===== src/rtl/muldiv_pkg.sv =====
// muldiv_pkg
// Shared definitions for the HI/LO multiply/divide unit: the 4-bit op
// encoding issued from EX, the sequencing FSM states, and the datapath
// width and divider iteration count.
package muldiv_pkg;

  localparam int DATA_W   = 32;
  localparam int DIV_ITER = 32;

  // Op codes driven on i_op; any code not listed is a NOP.
  typedef enum logic [3:0] {
    OP_MULT  = 4'd0,
    OP_MULTU = 4'd1,
    OP_DIV   = 4'd2,
    OP_DIVU  = 4'd3,
    OP_MTHI  = 4'd4,
    OP_MTLO  = 4'd5,
    OP_MADD  = 4'd6,
    OP_MADDU = 4'd7,
    OP_MSUB  = 4'd8,
    OP_MSUBU = 4'd9
  } op_e;

  typedef enum logic [1:0] {
    S_IDLE = 2'd0,
    S_MUL  = 2'd1,
    S_DIV  = 2'd2,
    S_WB   = 2'd3
  } state_e;

endpackage


===== src/rtl/muldiv_ctrl_div_core.sv =====
// div_core
// Radix-2 restoring unsigned divider, one quotient bit per cycle.
// The first iteration is performed on the start edge directly from the
// operands, so DIV_ITER iterations occupy the start edge plus DIV_ITER-1
// further edges.
// Ports:
//   i_clk, i_rst   clock, synchronous active-high reset
//   i_start        load operands and perform the first iteration
//   i_a, i_b       dividend, divisor (unsigned)
//   o_done         high in the cycle whose closing edge performs the final
//                  iteration; o_quotient/o_remainder are final from the
//                  following cycle
//   o_quotient     quotient (all ones on divide by zero)
//   o_remainder    remainder (equals i_a on divide by zero)
module div_core
  import muldiv_pkg::*;
(
  input  logic              i_clk,
  input  logic              i_rst,
  input  logic              i_start,
  input  logic [DATA_W-1:0] i_a,
  input  logic [DATA_W-1:0] i_b,
  output logic              o_done,
  output logic [DATA_W-1:0] o_quotient,
  output logic [DATA_W-1:0] o_remainder
);

  logic [63:0]       r_rem;
  logic [63:0]       r_div;
  logic [DATA_W-1:0] r_quo;
  logic [5:0]        r_cnt;
  logic              r_active;

  logic [63:0]       w_rem_src;
  logic [63:0]       w_div_src;
  logic [DATA_W-1:0] w_quo_src;
  logic              w_fits;
  logic [63:0]       w_rem_nxt;
  logic [63:0]       w_div_nxt;
  logic [DATA_W-1:0] w_quo_nxt;

  // One restoring step. On start the step works on the fresh operands with
  // the divisor pre-shifted to align its LSB with quotient bit 31; a zero
  // divisor always "fits", which yields the all-ones quotient and leaves
  // the dividend untouched as the remainder.
  always_comb begin
    w_rem_src = i_start ? {32'd0, i_a} : r_rem;
    w_div_src = i_start ? {1'b0, i_b, 31'd0} : r_div;
    w_quo_src = i_start ? '0 : r_quo;
    w_fits    = (w_rem_src >= w_div_src);
    w_rem_nxt = w_fits ? (w_rem_src - w_div_src) : w_rem_src;
    w_div_nxt = w_div_src >> 1;
    w_quo_nxt = {w_quo_src[DATA_W-2:0], w_fits};
  end

  // Iteration registers; r_cnt counts completed iterations.
  always_ff @(posedge i_clk) begin
    if (i_rst) begin
      r_rem    <= '0;
      r_div    <= '0;
      r_quo    <= '0;
      r_cnt    <= '0;
      r_active <= 1'b0;
    end else if (i_start) begin
      r_rem    <= w_rem_nxt;
      r_div    <= w_div_nxt;
      r_quo    <= w_quo_nxt;
      r_cnt    <= 6'd1;
      r_active <= 1'b1;
    end else if (r_active) begin
      r_rem <= w_rem_nxt;
      r_div <= w_div_nxt;
      r_quo <= w_quo_nxt;
      r_cnt <= r_cnt + 6'd1;
      if (r_cnt == 6'(DIV_ITER - 1)) begin
        r_active <= 1'b0;
      end
    end
  end

  assign o_done      = r_active && (r_cnt == 6'(DIV_ITER - 1));
  assign o_quotient  = r_quo;
  assign o_remainder = r_rem[DATA_W-1:0];

endmodule


===== src/rtl/muldiv_ctrl.sv =====
// muldiv_ctrl
// Owns architectural HI/LO and sequences MIPS mul/div ops from EX.
// Multiply result is computed at acceptance and written after MUL_LAT
// edges; divide runs in div_core with sign fix-up done here.
// Optional macro MULDIV_MADD_EN enables MADD/MADDU/MSUB/MSUBU (ops 6..9);
// without it those codes are NOPs.
// Ports:
//   i_clk, i_rst     clock, synchronous active-high reset
//   i_op_valid       mul/div/MT op in EX
//   i_op             op code (see muldiv_pkg::op_e)
//   i_flush          EX op is squashed this cycle
//   i_src_a, i_src_b rs, rt values
//   i_mf_req         MFHI/MFLO in EX
//   i_mf_sel         0 = HI, 1 = LO
//   o_mf_data        selected HI/LO (combinational)
//   o_stall          hold IF/ID/EX
//   o_busy           mul or div in flight
//   o_hi, o_lo       architectural HI/LO
module muldiv_ctrl
  import muldiv_pkg::*;
#(
  parameter int MUL_LAT = 2
) (
  input  logic              i_clk,
  input  logic              i_rst,
  input  logic              i_op_valid,
  input  logic [3:0]        i_op,
  input  logic              i_flush,
  input  logic [DATA_W-1:0] i_src_a,
  input  logic [DATA_W-1:0] i_src_b,
  input  logic              i_mf_req,
  input  logic              i_mf_sel,
  output logic [DATA_W-1:0] o_mf_data,
  output logic              o_stall,
  output logic              o_busy,
  output logic [DATA_W-1:0] o_hi,
  output logic [DATA_W-1:0] o_lo
);

  state_e            r_state;
  state_e            w_state_nxt;
  logic [3:0]        r_cnt;
  logic [3:0]        w_cnt_nxt;
  logic [DATA_W-1:0] r_hi;
  logic [DATA_W-1:0] r_lo;
  logic [63:0]       r_prod;
  logic [3:0]        r_op;
  logic              r_q_neg;
  logic              r_r_neg;
  logic              r_dz;
  logic [DATA_W-1:0] r_src_a;

  logic              w_accept;
  logic              w_is_mul;
  logic              w_is_div;
  logic              w_signed;
  logic [63:0]       w_ext_a;
  logic [63:0]       w_ext_b;
  logic [63:0]       w_prod;
  logic [DATA_W-1:0] w_a_mag;
  logic [DATA_W-1:0] w_b_mag;
  logic              w_div_done;
  logic [DATA_W-1:0] w_div_quo;
  logic [DATA_W-1:0] w_div_rem;
  logic [DATA_W-1:0] w_quo_fix;
  logic [DATA_W-1:0] w_rem_fix;
  logic [63:0]       w_wb_val;

  assign w_accept = (r_state == S_IDLE) && i_op_valid && !i_flush;

  // Op classification. Accumulating multiplies only exist when the
  // feature is built in; otherwise they fall through as NOPs.
  always_comb begin
    w_is_mul = 1'b0;
    w_is_div = 1'b0;
    w_signed = 1'b0;
    case (i_op)
      OP_MULT:  begin w_is_mul = 1'b1; w_signed = 1'b1; end
      OP_MULTU: w_is_mul = 1'b1;
      OP_DIV:   begin w_is_div = 1'b1; w_signed = 1'b1; end
      OP_DIVU:  w_is_div = 1'b1;
`ifdef MULDIV_MADD_EN
      OP_MADD:  begin w_is_mul = 1'b1; w_signed = 1'b1; end
      OP_MADDU: w_is_mul = 1'b1;
      OP_MSUB:  begin w_is_mul = 1'b1; w_signed = 1'b1; end
      OP_MSUBU: w_is_mul = 1'b1;
`else
      OP_MADD, OP_MADDU, OP_MSUB, OP_MSUBU: w_is_mul = 1'b0;
`endif
      default:  w_is_mul = 1'b0;
    endcase
  end

  // A single 64x64 multiply of sign- or zero-extended operands gives the
  // correct low 64 bits for both signednesses.
  assign w_ext_a = {{32{w_signed & i_src_a[31]}}, i_src_a};
  assign w_ext_b = {{32{w_signed & i_src_b[31]}}, i_src_b};
  assign w_prod  = w_ext_a * w_ext_b;

  assign w_a_mag = (w_signed && i_src_a[31]) ? -i_src_a : i_src_a;
  assign w_b_mag = (w_signed && i_src_b[31]) ? -i_src_b : i_src_b;

  div_core u_div (
    .i_clk       (i_clk),
    .i_rst       (i_rst),
    .i_start     (w_accept && w_is_div),
    .i_a         (w_a_mag),
    .i_b         (w_b_mag),
    .o_done      (w_div_done),
    .o_quotient  (w_div_quo),
    .o_remainder (w_div_rem)
  );

  // State register.
  always_ff @(posedge i_clk) begin
    if (i_rst) begin
      r_state <= S_IDLE;
      r_cnt   <= '0;
    end else begin
      r_state <= w_state_nxt;
      r_cnt   <= w_cnt_nxt;
    end
  end

  // Next-state logic. MUL leaves when the counter steps to zero, so the
  // total non-idle time for a multiply is MUL_LAT cycles including WB.
  always_comb begin
    w_state_nxt = r_state;
    w_cnt_nxt   = r_cnt;
    case (r_state)
      S_IDLE: begin
        if (w_accept && w_is_mul) begin
          w_cnt_nxt   = 4'(MUL_LAT - 1);
          w_state_nxt = (MUL_LAT == 1) ? S_WB : S_MUL;
        end else if (w_accept && w_is_div) begin
          w_state_nxt = S_DIV;
        end
      end
      S_MUL: begin
        w_cnt_nxt = r_cnt - 4'd1;
        if (r_cnt == 4'd1) begin
          w_state_nxt = S_WB;
        end
      end
      S_DIV: begin
        if (w_div_done) begin
          w_state_nxt = S_WB;
        end
      end
      S_WB:    w_state_nxt = S_IDLE;
      default: w_state_nxt = S_IDLE;
    endcase
  end

  // Operand context captured at acceptance for use at WB.
  always_ff @(posedge i_clk) begin
    if (i_rst) begin
      r_op    <= '0;
      r_prod  <= '0;
      r_q_neg <= 1'b0;
      r_r_neg <= 1'b0;
      r_dz    <= 1'b0;
      r_src_a <= '0;
    end else if (w_accept) begin
      r_op    <= i_op;
      r_prod  <= w_prod;
      r_q_neg <= w_signed & (i_src_a[31] ^ i_src_b[31]);
      r_r_neg <= w_signed & i_src_a[31];
      r_dz    <= (i_src_b == '0);
      r_src_a <= i_src_a;
    end
  end

  // WB value. Divide by zero bypasses the sign fix-up so HI carries the
  // raw rs value for both signednesses.
  always_comb begin
    w_quo_fix = r_q_neg ? -w_div_quo : w_div_quo;
    w_rem_fix = r_r_neg ? -w_div_rem : w_div_rem;
    w_wb_val  = r_prod;
    case (r_op)
      OP_DIV, OP_DIVU:
        w_wb_val = r_dz ? {r_src_a, 32'hFFFF_FFFF} : {w_rem_fix, w_quo_fix};
`ifdef MULDIV_MADD_EN
      OP_MADD, OP_MADDU: w_wb_val = {r_hi, r_lo} + r_prod;
      OP_MSUB, OP_MSUBU: w_wb_val = {r_hi, r_lo} - r_prod;
`endif
      default: w_wb_val = r_prod;
    endcase
  end

  // HI/LO: MT writes land at acceptance, mul/div results at WB.
  always_ff @(posedge i_clk) begin
    if (i_rst) begin
      r_hi <= '0;
      r_lo <= '0;
    end else if (r_state == S_WB) begin
      r_hi <= w_wb_val[63:32];
      r_lo <= w_wb_val[31:0];
    end else if (w_accept && (i_op == OP_MTHI)) begin
      r_hi <= i_src_a;
    end else if (w_accept && (i_op == OP_MTLO)) begin
      r_lo <= i_src_a;
    end
  end

  assign o_busy    = (r_state != S_IDLE);
  assign o_stall   = o_busy && (i_op_valid || i_mf_req) && !i_flush;
  assign o_mf_data = i_mf_sel ? r_lo : r_hi;
  assign o_hi      = r_hi;
  assign o_lo      = r_lo;

endmodule


===== config.mk =====
export PLATFORM = sky130hd
export DESIGN_NAME = muldiv_ctrl
export DESIGN_NICKNAME = d
export VERILOG_FILES = /design/src/rtl/muldiv_pkg.sv /design/src/rtl/muldiv_ctrl_div_core.sv /design/src/rtl/muldiv_ctrl.sv
export SDC_FILE = /design/constraint.sdc
export NUM_CORES = 2
export LEC_CHECK = 0
export ABC_CLOCK_PERIOD_IN_PS = 18700
export BUFFER_PORTS_ARGS = -buffer_cell sky130_fd_sc_hd__buf_4
export CAP_MARGIN = 5
export CORE_ASPECT_RATIO = 0.8
export CORE_MARGIN = 2
export CORE_UTILIZATION = 40
export CTS_CLUSTER_DIAMETER = 60
export DETAILED_ROUTE_END_ITERATION = 10
export HOLD_SLACK_MARGIN = 0.15
export PLACE_DENSITY_LB_ADDON = 0.15
export SLEW_MARGIN = 10
export SYNTH_ARGS = -nofsm -noshare
export SYNTH_HDL_FRONTEND = slang
export SYNTH_HIERARCHICAL = 1
export SYNTH_SLANG_ARGS = --single-unit

===== constraint.sdc =====
create_clock -name i_clk -period 18.7 [get_ports i_clk]
set_input_delay 3.74 -clock i_clk [delete_from_list [all_inputs] [get_ports i_clk]]
set_output_delay 3.74 -clock i_clk [all_outputs]
set_load 0.05 [all_outputs]

==> metrics.log <==
[metrics] Final Max Tran Viols: 0
[metrics] net total in the final layout: 8260
[metrics] share of the cycle needed by the critical path after routing: 70.8%
[metrics] number of buffers between clock root and the deepest sink: 3
[metrics] final standard cell area without fillers: 63100 sq um
[metrics] GRT Total Usage: 26.0%
[metrics] Vias: 47600
[metrics] total placed instance area: 61900 sq um
[metrics] total count of hold-check failures in the final report: 0
[metrics] Critical Path AT: 13710 ps
[metrics] number of detailed-routing iterations run before antenna repair: 5
[metrics] max-slew headroom at the worst pin: 15.3%
[metrics] CP max FO: 22
[metrics] number of placed I/O pins: 172
[metrics] count of state elements after synthesis: 337
[metrics] proportion of register bits with asynchronous set or reset after synthesis: 0%
[metrics] part of the Yosys area used for sequential elements: 11.3%
[metrics] buffer type at the clock tree root: sky130_fd_sc_hd__clkbuf_16
[metrics] crit path time final: 13250 ps
[metrics] remaining number of nets flagged by the antenna check after routing: 0
[metrics] setup slack, reg-to-reg: 10670 ps
[metrics] DRC violation count after routing: 0
[metrics] placer's final routability congestion estimate: 0.912
[metrics] Critical Path Max Stage Delay: 1060 ps
[metrics] Hold Startpoint: u_div/r_rem[50]
[metrics] height of the die: 350 microns
[metrics] launch instance of the worst register-to-register path: r_state[0]
[metrics] layout cell share with drive strength beyond 1: 5.84%
[metrics] max-cap viol count: 0
[metrics] GRT overflow: 0
[metrics] synth warn: 6
[metrics] end-of-flow core utilization: 42.6%
[metrics] multi-input combinational cell area: 46600 sq um
[metrics] Routed Wire Length: 195000 microns
[metrics] DP Wirelength: 151000 microns
[metrics] filler cell count: 15000
[metrics] Post-CTS Setup Repair Bufs: 0
[metrics] endpoint of the worst-slack reg-to-reg timing path: u_div/r_rem[45]
[metrics] most frequent cell after synthesis: sky130_fd_sc_hd__inv_1
[metrics] portion of synthesized cell area occupied by the leading cell type: 37.7%
[metrics] count of routing violations after the opening detailed-route iteration: 4143
[metrics] endpoint class of the critical path: flip-flop
[metrics] die outline area: 153000 sq um
[metrics] status: complete, no violations
[metrics] TNS Setup: 0 ps
[metrics] Sinks on Clock Net: 337
[metrics] clock skew: 24.1 ps
[metrics] starting density of the core: 40.4%
[metrics] critical path required time: 19160 ps
[metrics] Hold Path Sink: u_div/r_rem[50]
[metrics] Clk pin slew, worst setup/hold paths: 70 ps
[metrics] vias in the first global route: 48900
[metrics] crit path launch type: input pin
[metrics] largest net degree at the start of global routing: 96
[metrics] placeable core region: 148000 sq um
[metrics] Setup CP Type: in2reg
[metrics] net count of the mapped netlist: 8515
[metrics] total of cells resized after clock tree synthesis: 0
[metrics] first-pass GRT wire length: 306000 microns
[metrics] clock tree from TritonCTS: yes
[metrics] most frequent cell on the critical path: sky130_fd_sc_hd__fa_1
[metrics] Sequential Area: 6750 sq um
[metrics] cell row count: 126
[metrics] summed instance area of the synthesized netlist: 59800 sq um
[metrics] top cells by area, synth: sky130_fd_sc_hd__fa_1 (38%), sky130_fd_sc_hd__dfxtp_1 (11%), sky130_fd_sc_hd__inv_1 (7.4%), sky130_fd_sc_hd__nand2_1 (7.3%), sky130_fd_sc_hd__ha_1 (6.0%)
[metrics] min-delay worst type: reg2reg
[metrics] WL per Instance: 22.2 microns
[metrics] cell count after synthesis: 7029
[metrics] number of input and output port buffers inserted: 171
[metrics] final setup violation count: 0
[metrics] Distinct cells, synth: 92
[metrics] mean instance size in the synthesized netlist: 8.51 sq um
[metrics] vias per std cell: 5.42
[metrics] Die W: 436 microns
[metrics] number of antenna violations at the first check in global routing: 11
[metrics] Critical-path top delay cell: sky130_fd_sc_hd__fa_1
[metrics] Fmax achieved: 75.5 MHz
[metrics] logic depth of the worst register-to-register path: 20
[metrics] Worst Hold Path Cells: 2
[metrics] hold-fix buffers at CTS: 0
[metrics] maximum level of the CTS H-tree: 2
[metrics] Top FF cell, synth: sky130_fd_sc_hd__dfxtp_1
[metrics] post-synthesis to final-layout area growth: 5.48%
[metrics] top post-synthesis cells by count: sky130_fd_sc_hd__inv_1 (1182), sky130_fd_sc_hd__nand2_1 (1170), sky130_fd_sc_hd__fa_1 (1126), sky130_fd_sc_hd__clkbuf_1 (350), sky130_fd_sc_hd__nor2_1 (350)
[metrics] count of flip-flops with a built-in enable after synthesis: 0
[metrics] slew at the pin with the worst max-slew slack: 1270 ps
[metrics] number of clock buffers inserted by TritonCTS: 35
[metrics] setup repair after global routing missed its margin: false
[metrics] worst-skew pair later-pin latency: 570 ps
[metrics] biggest area consumer among synthesized cells: sky130_fd_sc_hd__fa_1
-- layout make-up --
| class | count | area share [%] |
|---|---|---|
| Timing Repair Buffer | 218 | 2.60 |
| Tap cell | 1984 | 3.93 |
| Sequential cell | 337 | 10.7 |
| Inverter | 1183 | 7.04 |
| Multi-Input combinational cell | 4999 | 73.8 |
| Clock buffer | 46 | 1.55 |
| Antenna cell | 5 | 0.0198 |
| Clock inverter | 16 | 0.331 |
-- sequential cells by signal, summed over array words and instances, names as in the netlist --
| signal | count |
|---|---|
| r_src_a | 32 |
| r_cnt | 4 |
| u_div/r_rem | 64 |
| r_dz | 1 |
| u_div/r_cnt | 6 |
| u_div/r_active | 1 |
| o_lo | 32 |
| r_q_neg | 1 |
| u_div/o_quotient | 32 |
| r_state | 2 |
| o_hi | 32 |
| u_div/r_div | 62 |
| r_r_neg | 1 |
| r_op | 3 |
| r_prod | 64 |
-- kinds of logic (layout without fill, tap and decap cells) --
logic type / after synthesis / in the layout / synth area share, %
compound gates: 943 / 943 / 10.4
mux: 189 / 189 / 3.29
simple gates: 2206 / 2206 / 16.8
xor+xnor: 249 / 249 / 3.65
fa+ha+maj: 1412 / 1412 / 43.7
other cells: 0 / 5 / 0
flops: 337 / 337 / 11.3
buf+inv: 1693 / 1463 / 11.0
-- worst max path at each step --
stage               startpoint         end  slack (ps)  cells past startpoint
floorplan              i_op[3]  r_prod[57]        6870                     27
global placement       i_op[3]  r_prod[57]        5160                     26
detailed placement     i_op[3]  r_prod[60]        5050                     27
CTS                    i_op[3]  r_prod[60]        5620                     27
global route           i_op[3]  r_prod[63]        5000                     27
finish                 i_op[3]  r_prod[57]        5450                     26
-- per-stage QoR --
step	cells	hold slack (ps)	worst slack, ps
final	8788	449	5450
after global routing	8784	473	5000
after CTS	8783	453	5620
after detailed placement	8721	436	5050
after global placement	8721	426	5160
after floorplan	7029	417	6870
-- critical path, delay by kind of cell --
| family | cells | cell delay [ps] |
|---|---|---|
| and+or+nand+nor | 4 | 1590 |
| AOI/OAI and AO/OA | 7 | 1780 |
| buffers and inverters | 6 | 1260 |
| adders and majority gates | 9 | 5260 |
-- placed cells by master (no fill, tap or decap), types with 165 or more instances in the layout --
master                       n
sky130_fd_sc_hd__nor2_1    348
sky130_fd_sc_hd__nand2_1  1169
sky130_fd_sc_hd__o21ai_0   165
sky130_fd_sc_hd__a21oi_1   284
sky130_fd_sc_hd__and2_1    295
sky130_fd_sc_hd__buf_4     217
sky130_fd_sc_hd__inv_1    1182
sky130_fd_sc_hd__dfxtp_1   335
sky130_fd_sc_hd__ha_1      285
sky130_fd_sc_hd__fa_1     1126
-- metal layers --
layer  up-vias  track usage (%)  share of wire (%)
li1      21300                -                  -
met1     24600             38.9                 48
met2      1459             40.0                 44
met3       214             3.31                6.2
met4         4             5.60                2.5
met5         -                0              0.016
Power is not shown: default switching activity piles up to over one toggle a cycle in this logic, so the estimate is an artifact.
